`config.mk`:
```
export PLATFORM = sky130hd
export DESIGN_NAME = pipe_hazard_ctrl
export DESIGN_NICKNAME = d
export VERILOG_FILES = /design/src/rtl/pipe_hazard_ctrl.sv
export SDC_FILE = /design/constraint.sdc
export NUM_CORES = 1
export LEC_CHECK = 0
export BUFFER_PORTS_ARGS = -buffer_cell sky130_fd_sc_hd__buf_4
export CORE_MARGIN = 2
export CORE_UTILIZATION = 50
export CTS_BUF_LIST = sky130_fd_sc_hd__clkbuf_8
export DETAILED_ROUTE_END_ITERATION = 8
export GPL_TIMING_DRIVEN = 0
export PLACE_DENSITY = 0.95
export SETUP_SLACK_MARGIN = 0.3
export SLEW_MARGIN = 20
export SYNTH_ARGS = -nofsm -noshare
export SYNTH_HDL_FRONTEND = slang
export SYNTH_SLANG_ARGS = --single-unit
```
`constraint.sdc`:
```
create_clock -name clk -period 2.02 [get_ports clk]
set_input_delay 0.101 -clock clk [delete_from_list [all_inputs] [get_ports clk]]
set_output_delay 0.101 -clock clk [all_outputs]
set_load 0.02 [all_outputs]
```
`src/rtl/pipe_hazard_ctrl.sv`:
```
// Hazard controller for a 5-stage pipeline: load-use and branch-operand
// stalls, multi-cycle divider sequencing, and exception flush.
module pipe_hazard_ctrl #(
   parameter int unsigned DIV_CYCLES = 32
) (
   input  logic       clk,
   input  logic       reset,
   input  logic [4:0] rsD,
   input  logic [4:0] rtD,
   input  logic       branchD,
   input  logic       jrD,
   input  logic [4:0] rtE,
   input  logic [4:0] writeregE,
   input  logic       MemtoRegE,
   input  logic       RegWriteE,
   input  logic [4:0] writeregM,
   input  logic       MemtoRegM,
   input  logic       div_startE,
   input  logic       flush_except,
   output logic       stallF,
   output logic       stallD,
   output logic       stallE,
   output logic       flushD,
   output logic       flushE,
   output logic       flushM,
   output logic       div_busy,
   output logic       div_done
);

   typedef enum logic [1:0] {StIdle, StRun, StDone} state_e;

   localparam logic [5:0] CntLast = 6'(DIV_CYCLES - 1);

   state_e     state_q, state_d;
   logic [5:0] cnt_q, cnt_d;
   logic       lwstall, brstall, divstall;

   // Data hazards seen by the instruction in D
   always_comb begin
      lwstall = MemtoRegE && (rtE != 5'd0) && ((rtE == rsD) || (rtE == rtD));
      brstall = (branchD || jrD) &&
                ((RegWriteE && (writeregE != 5'd0) &&
                  ((writeregE == rsD) || (writeregE == rtD))) ||
                 (MemtoRegM && (writeregM != 5'd0) &&
                  ((writeregM == rsD) || (writeregM == rtD))));
   end

   // Divider sequencer next state; an exception aborts from any state
   always_comb begin
      state_d = state_q;
      cnt_d   = cnt_q;
      if (flush_except) begin
         state_d = StIdle;
         cnt_d   = 6'd0;
      end else begin
         unique case (state_q)
            StIdle: begin
               if (div_startE) begin
                  state_d = StRun;
                  cnt_d   = 6'd0;
               end
            end
            StRun: begin
               if (cnt_q == CntLast) begin
                  state_d = StDone;
                  cnt_d   = 6'd0;
               end else begin
                  cnt_d = cnt_q + 6'd1;
               end
            end
            // div_startE is still high here; returning to idle without
            // looking at it keeps the finishing divide from re-launching
            StDone: begin
               state_d = StIdle;
               cnt_d   = 6'd0;
            end
            default: begin
               state_d = StIdle;
               cnt_d   = 6'd0;
            end
         endcase
      end
   end

   // State and counter registers with synchronous reset
   always_ff @(posedge clk) begin
      if (reset) begin
         state_q <= StIdle;
         cnt_q   <= 6'd0;
      end else begin
         state_q <= state_d;
         cnt_q   <= cnt_d;
      end
   end

   // Stall/flush outputs; reset forces all low, exception overrides stalls
   always_comb begin
      divstall = ((state_q == StIdle) && div_startE) || (state_q == StRun);
      stallF   = 1'b0;
      stallD   = 1'b0;
      stallE   = 1'b0;
      flushD   = 1'b0;
      flushE   = 1'b0;
      flushM   = 1'b0;
      div_busy = 1'b0;
      div_done = 1'b0;
      if (!reset) begin
         div_busy = (state_q == StRun);
         div_done = (state_q == StDone);
         if (flush_except) begin
            flushD = 1'b1;
            flushE = 1'b1;
            flushM = 1'b1;
         end else begin
            stallF = lwstall || brstall || divstall;
            stallD = lwstall || brstall || divstall;
            stallE = divstall;
            // One bubble into E; while E is held the D/E register must not be cleared
            flushE = (lwstall || brstall) && !divstall;
         end
      end
   end

endmodule
```
* Word-level counts from Yosys, hierarchy flattened *
Index checks and enable logic that the tools add are counted.

storage, ports and cells
  word-level logic and storage cells = 54
  memories = 0
  bits in writable memories = 0
  memory bits (read-only) = 0
  input bits = 34
  register bits = 8
  output and inout bits = 8
  bits in latches = 0

operators by class
  bitwise gates (word level) = 0
  reductions and logical operators = 24
  div/mod/pow operators = 0
  $mul = 0
  shift-type cells = 0
  add/subtract/negate cells = 1
  mux-type cells = 16
  order comparisons = 0
  eq/ne operators = 11

operator list
  kind                 number
  $eq 5x5->1           6
  $reduce_bool 5->1    3
  $mux 6               2
  $pmux 6 s2           1
  $mux 1               10
  $logic_and 1x1->1    9
  $logic_or 1x1->1     8
  $add 6x1->6 const B  1
  $eq 6x5->1 const B   1
  $mux 2               2
  $ne 2x2->1 const B   2
  $pmux 2 s2           1
  $eq 2x1->1 const B   1
  $eq 2x2->1 const B   1
  $logic_not 2->1      1
  $reduce_and 2->1     1
  $reduce_or 2->1      1
  $logic_not 1->1      1

* Logic depth before layout (Yosys ltp) *
Gate-level depths: netlist of the first run.

  word-level depth = 9
  depth in mapped cells = 6

* Least setup slack after synthesis of the first run *
Ideal clock, no wire load.

  path kind = in2out
  start point = input port rtD[3]
  end point = output port stallF
  required time = 1.919 ns
  cell stages on the path = 6
  path slack = 0.235 ns
  arrival = 1.684 ns
  cell sequence = xor2_1 -> nor3_2 -> a22oi_1 -> o22a_1 -> a311oi_1 -> buf_4

on the way
  cells in the longest elaborated chain, start to end = 9

RTL lines
  item                                         RTL line  source
  start: declaration                           9         input logic [4:0] rtD,
  $eq 5x5->1, on equally long branches         43, 45
  $logic_or 1x1->1, on equally long branches   43, 45
  $logic_and 1x1->1, on equally long branches  42, 44
  $logic_or 1x1->1                             43        ((writeregE == rsD) || (writeregE == rtD))) ||
  $logic_and 1x1->1                            41        brstall = (branchD || jrD) &&
  $logic_or 1x1->1 * (2 in series)             --
  $mux 1 * (2 in series)                       --
  end: declaration                             20        output logic stallF,

Every way passes the cells marked *; elsewhere a longest branch is shown, timed or not.

* Worst setup path in the final report of the first run *
  start point = input port rtD[4]
  end point = output port stallF

on the way
  cells in the longest elaborated chain, start to end = 9

RTL lines
  item                                         RTL line  source
  $eq 5x5->1, on equally long branches         43, 45
  $logic_or 1x1->1, on equally long branches   43, 45
  $logic_and 1x1->1, on equally long branches  42, 44
  $logic_or 1x1->1                             43
  $logic_and 1x1->1                            41
  $logic_or 1x1->1 * (2 in series)             115       stallF = lwstall || brstall || divstall;
  $mux 1 *                                     110       if (flush_except) begin
  $mux 1 *                                     107       if (!reset) begin

Marked as above.

==> metrics.md, run 1 <==
| Metric | Value |
|---|---|
| Status | `completed` |
| I/O pin count | `42` |
| # rows | `14` |
| Port bufs | `40` |
| Critical path cell sequence | `buf_4 > xor2_1 > nor3_1 > a22oi_1 > o22a_1 > a311oi_2 > buf_4 > buf_4` |
| Area Growth Syn to Fin | `47.9%` |
| Crit Path Class | `input port to primary output` |
| Number of global-route vias before repair | `947` |
| Ys async rst share | `0%` |
| Met2 Wirelength | `1200 microns` |
| Post-synthesis area per instance | `7.94 sq um` |
| GPL Wtd Cong | `0.871` |
| CP max stage delay | `0.33 ns` |
| Fmax | `587 MHz` |
| Starting Density | `54.2%` |
| CTS tree | `yes` |
| Global-route wire length before repair | `3920 microns` |
| Net Sw Power | `162 uW` |
| Slowest cell on crit path | `a311oi_2` |
| Yosys top cell by area | `xor2_1` |
| Sequential area share after synthesis | `19.4%` |
| Worst Path Arrival | `1.60 ns` |
| Largest cells by area after synthesis | `xor2_1 (28%), dfxtp_1 (19%), xnor2_1 (8.5%)` |
| Crit. End Element | `primary output` |
| Pin count of the biggest net entering global routing | `11` |
| Die extent in y | `44.6 microns` |
| Max cap viols | `0` |
| Clk_lat worst skew | `0.23 ns` |
| Final hold vios | `0` |
| Via Count | `940` |
| DR DRC count | `0` |
| Die Area | `1990 sq um` |
| Final ANT Viol Nets | `0` |
| N_diodes | `0` |
| Setup repair bufs after CTS | `0` |
| RSZ-0062 raised after global routing | `yes` |
| Mean routed wirelength per cell | `15.0 microns` |
| Clock buffer depth | `2` |
| Cts hold-fix bufs | `0` |
| Die Width | `44.6 microns` |
| Leak Pwr | `0.524 nW` |
| TritonCTS buffer count | `3` |
| Congestion Overflow GR | `0` |
| Synth Flop Type | `dfxtp_1` |
| Final Power | `553 uW` |
| H-tree depth | `1` |
| CP dominant cell by count | `buf_4` |
| Final wirelength | `2440 microns` |
| Sequential Power Share | `29.3%` |
| Slew Limit Fails | `0` |
| Ys Warns | `0` |
| # setup viols final | `0` |
| Initial DRT Pass Iterations | `4` |
| Max_slew headroom | `75.0%` |
| Net Count, Synth | `139` |
| Hold Crit Class | `input port to flop` |
| Setup TNS | `0 ns` |
| Startpoint types | `input port` |
| Clock root cell | `clkbuf_8` |
| Top-area cell type share of the netlist area | `27.6%` |
| DP HPWL | `2000 microns` |
| CP required | `1.92 ns` |
| Nets | `184` |
| TritonCTS Sinks | `8` |
| Total GRT Usage | `27.5%` |
| Worst clock skew | `0.00142 ns` |
| Clock slew at reported path FFs | `0.04 ns` |
| Worst Path Max Fanout | `3` |
| Max IR drop VDD | `0.378 mV` |
| Initial DRC count | `24` |
| R2R cell count | `6` |
| Power share of the clock group | `34.3%` |
| Layout cells sized above 1 | `36.7%` |
| Mapped Cells | `104` |
| Cell Pwr Density | `453 nW/um^2` |
| Combinational power share | `36.4%` |
| DR WL met3 | `192 microns` |
| Mapped Area | `826 sq um` |
| Core ar. | `1520 sq um` |
| Internal | `391 uW` |
| Via density | `5.77` |
| Worst-margin pin slew | `0.375 ns` |
| #FFs+latches synth | `8` |
| Highest Signal Layer | `met4` |
| Synth unique cells | `29` |
| Met1 WL | `912 microns` |
| Min Tclk post-route | `1.70 ns` |
| Post-synth EDFFs | `0` |
| Fin crit share | `84.3%` |
| Antenna violations before repair | `0` |
| Hold depth | `2` |
| Sw Ratio | `29.2%` |
==> state kept, by name, indices dropped and copies added (netlist names) <==
signal and count:
cnt_q 6, state_q 2
==> cells in the final DEF, fill, tap and decap left out, drive strengths merged, types with 3 or more instances in the layout <==
master	netlist	routed
buf	3	43
xor2	26	26
nor2	12	12
nor3	11	11
dfxtp	8	8
xnor2	8	8
nand3	4	4
nand2	4	4
clkbuf	1	4
a22oi	3	3
or4	3	3
o221ai	3	3
==> layout make-up <==
cell class | count | area (sq um)
flip-flops and latches | 8 | 160
plain buffers | 4 | 23.8
inverters | 1 | 3.75
clock buffers | 3 | 41.3
repair buffers | 40 | 300
multi-input cells | 91 | 672
well taps | 16 | 20.0
fillers | 114 | 303
==> final timing paths <==
| check | start | endpoint | slack, ns |
|---|---|---|---|
| hold reg to reg | cnt_q[5] | cnt_q[5] | 0.54 |
| setup / recovery | rtD[4] | stallF | 0.32 |
| setup reg to reg | state_q[0] | cnt_q[5] | 0.61 |
| hold / removal | flush_except | cnt_q[1] | 0.11 |
==> Yosys cell counts (3+ instances only) <==
cell      instances
a22oi_1           3
dfxtp_1           8
nand2_1           4
nand3_1           4
nor2_1           12
nor3_1            9
o221ai_1          3
or4_1             3
xnor2_1           8
xor2_1           26
==> critical path, delay by kind of cell <==
kind | cells | cell delay, ns
AND/OR/NAND/NOR | 1 | 0.24
buffers and inverters | 3 | 0.41
AO/OA/AOI/OAI | 3 | 0.69
XOR/XNOR | 1 | 0.15
==> through the flow <==
step	hold WS [ns]	util, %	cell area (sq um)	cells	setup WS, ns
5_1_grt	0.126	80.1	1220	163	0.295
2_1_floorplan	0.180	-	832	104	0.496
6_report	0.108	80.1	1220	163	0.317
4_1_cts	0.107	78.3	1190	163	0.309
3_3_place_gp	0.339	75.6	1150	160	0.403
3_5_place_dp	0.341	75.6	1150	160	0.331
==> metal layers <==
layer,up-vias,track usage [%]
met5,-,0
met4,0,23.0
li1,454,-
met2,57,44.3
met1,414,30.9
met3,15,4.90
==> power by group through the flow <==
stage                     logic (mW)  clock network, mW  registers (mW)
after floorplan               0.0925                  0           0.164
after global placement         0.184                  0           0.164
after detailed placement       0.192                  0           0.164
after CTS                      0.194              0.195           0.162
after global routing           0.216              0.204           0.162
final                          0.201              0.190           0.162
==> timing repair <==
item | in CTS | in global routing
endpoints found under the setup margin | 0 | 3
endpoints found under the hold margin | 0 | 0
gates resized for setup | 0 | 5
==> kinds of logic (layout without fill, tap and decap cells) <==
logic type      after synthesis  in the layout  synth area share, %
flops                         8              8                 19.4
buf+inv                       5             48                 3.33
fa+ha+maj                     1              1                 1.51
xor+xnor                     34             34                 36.1
compound gates               13             13                 12.3
simple gates                 43             43                 27.4
Note: power is estimated with default switching activity, not from simulation.
==> run 2, diff against run 1 <==
- CORE_UTILIZATION: 50 -> 42
- PLACE_DENSITY: 0.95 -> 0.86
- clock period: 2.02 -> 1.5 ns (I/O delays scaled with it)
==> metrics.md, run 2 (synthesis gave the netlist of run 1 again) <==
| Metric | Value |
|---|---|
| Max reg flops | `6` |
| Combinational power share | `42.7%` |
| DP HPWL | `1860 microns` |
| Sw Ratio | `30.8%` |
| I/O pin count | `42` |
| Placed Cells | `171` |
| Most common cell after layout, fill and taps aside | `buf_4` |
| Pin count of the biggest net entering global routing | `11` |
| Final hold vios | `0` |
| Crit path to | `stallF` |
| RSZ-0062 raised after global routing | `yes` |
| Min Tclk post-route | `1.55 ns` |
| Sequential Power Share | `26.0%` |
| Die extent in y | `48.3 microns` |
| Initial DRC count | `7` |
| Post-route setup slack | `-0.0464 ns` |
| Internal | `578 uW` |
| CTS tree | `yes` |
| Fmax | `647 MHz` |
| Worst hold slack | `0.0910 ns` |
| Startpoint types | `input port` |
| Via Count | `977` |
| Hold Crit Class | `input port to flop` |
| Max IR drop VDD | `0.363 mV` |
| Starting Density | `43.4%` |
| N_diodes | `0` |
| Final ANT Viol Nets | `0` |
| Die Width | `48.3 microns` |
| Area Growth Syn to Fin | `87.0%` |
| Worst Setup SP | `writeregE[4]` |
| Global-route wire length before repair | `4070 microns` |
| Number of global-route vias before repair | `972` |
| Power share of the clock group | `31.3%` |
| Cell Pwr Density | `541 nW/um^2` |
| Max cap viols | `0` |
| Reg2Reg Setup Slack | `0.23 ns` |
| Worst Path Max Fanout | `3` |
| Most flops, register | `cnt_q` |
| Antenna violations before repair | `0` |
| R2R cell count | `6` |
| Failing checks | `negative setup slack` |
| Total GRT Usage | `21.5%` |
| Worst Path Arrival | `1.47 ns` |
| Port bufs | `40` |
| # rows | `16` |
| Fin crit share | `103%` |
| Worst R2R Start | `state_q[0]` |
| Mean routed wirelength per cell | `15.1 microns` |
| Clock root cell | `clkbuf_8` |
| TritonCTS buffer count | `3` |
| Layout cells sized above 1 | `55.9%` |
| Worst clock skew | `0.000798 ns` |
| Crit Path Class | `input port to primary output` |
| CP required | `1.42 ns` |
| Max_slew headroom | `68.2%` |
| Worst-margin pin slew | `0.476 ns` |
| Leak Pwr | `0.636 nW` |
| Clk_lat worst skew | `0.23 ns` |
| Clock slew at reported path FFs | `0.04 ns` |
| Slew Limit Fails | `0` |
| Final wirelength | `2710 microns` |
| Congestion Overflow GR | `0` |
| Crit. End Element | `primary output` |
| Nets | `189` |
| Status | `finished with violations` |
| Net Sw Power | `258 uW` |
| Fillers | `114` |
| Final core occ | `81.2%` |
| Commonest non-fill, non-tap cells in the layout | `buf_4 (31), xor2_1 (26), buf_6 (13)` |
| Largest regs | `cnt_q: 6 flops, state_q: 2 flops` |
| Final Power | `836 uW` |
| Initial DRT Pass Iterations | `4` |
| DR DRC count | `0` |
| H-tree depth | `1` |
| TritonCTS Sinks | `8` |
| Core ar. | `1900 sq um` |
| Via density | `5.46` |
| # setup viols final | `2` |
| GPL Wtd Cong | `0.835` |
| Pre-CTS setup slack | `-0.108 ns` |
| Die Area | `2340 sq um` |
| Worst R2R End | `cnt_q[5]` |
| Fin cells | `179` |
| Clock buffer depth | `2` |
## run 2: power by group through the flow
stage	Clock, mW	Sequential [mW]	Combinational (mW)
2_1_floorplan	0	0.221	0.135
3_3_place_gp	0	0.221	0.261
3_5_place_dp	0	0.221	0.268
4_1_cts	0.262	0.218	0.285
5_1_grt	0.273	0.218	0.382
6_report	0.262	0.217	0.357
## run 2: worst min path at each step
stage / slack [ns] / end / start / cells after the start
2_1_floorplan: 0.15 / cnt_q[1] / flush_except / 1
3_3_place_gp: 0.33 / cnt_q[1] / flush_except / 2
3_5_place_dp: 0.33 / cnt_q[1] / flush_except / 2
4_1_cts: 0.09 / cnt_q[1] / flush_except / 2
5_1_grt: 0.1 / cnt_q[1] / flush_except / 2
6_report: 0.09 / cnt_q[1] / flush_except / 2
## run 2: metrics by stage
| stage | cell area, sq um | TNS (ns) |
|---|---|---|
| floorplan | 871 | 0 |
| global placement | 1200 | -0.127 |
| detailed placement | 1200 | -0.140 |
| CTS | 1320 | -0.0611 |
| global route | 1540 | -0.274 |
| finish | 1540 | -0.0524 |
## run 2: routing by layer
layer | global-route usage (%) | up-vias | wire (microns) | part of all wire (%)
met5 | 0 | - | 0 | 0
met4 | 6.19 | 0 | 56 | 2.1
met3 | 4.94 | 8 | 167 | 6.2
met2 | 40.7 | 45 | 1480 | 55
met1 | 23.8 | 459 | 1010 | 37
li1 | - | 465 | - | -
## run 2: critical path, stage by stage
cell      delay [ns]
buf_8           0.10
xor2_1          0.15
nor3_1          0.24
a22oi_1         0.15
o22a_2          0.26
a311oi_4        0.25
buf_6           0.14
buf_6           0.10
## run 2: layout make-up
cell class | instances | area, sq um | share of cell area, %
buffer | 4 | 33.8 | 2.19
clock buffer | 3 | 41.3 | 2.67
inverter | 1 | 3.75 | 0.243
multi-input combinational | 91 | 855 | 55.3
sequential | 8 | 168 | 10.9
tap | 27 | 33.8 | 2.19
timing repair buffer | 45 | 409 | 26.5
## run 2: what timing repair did
| item | in CTS | in global routing |
|---|---|---|
| hold buffers | 0 | 0 |
| setup buffers | 0 | 5 |
| resized for setup | 18 | 37 |
| setup endpoints to repair | 10 | 11 |
| pin swaps | 8 | 25 |
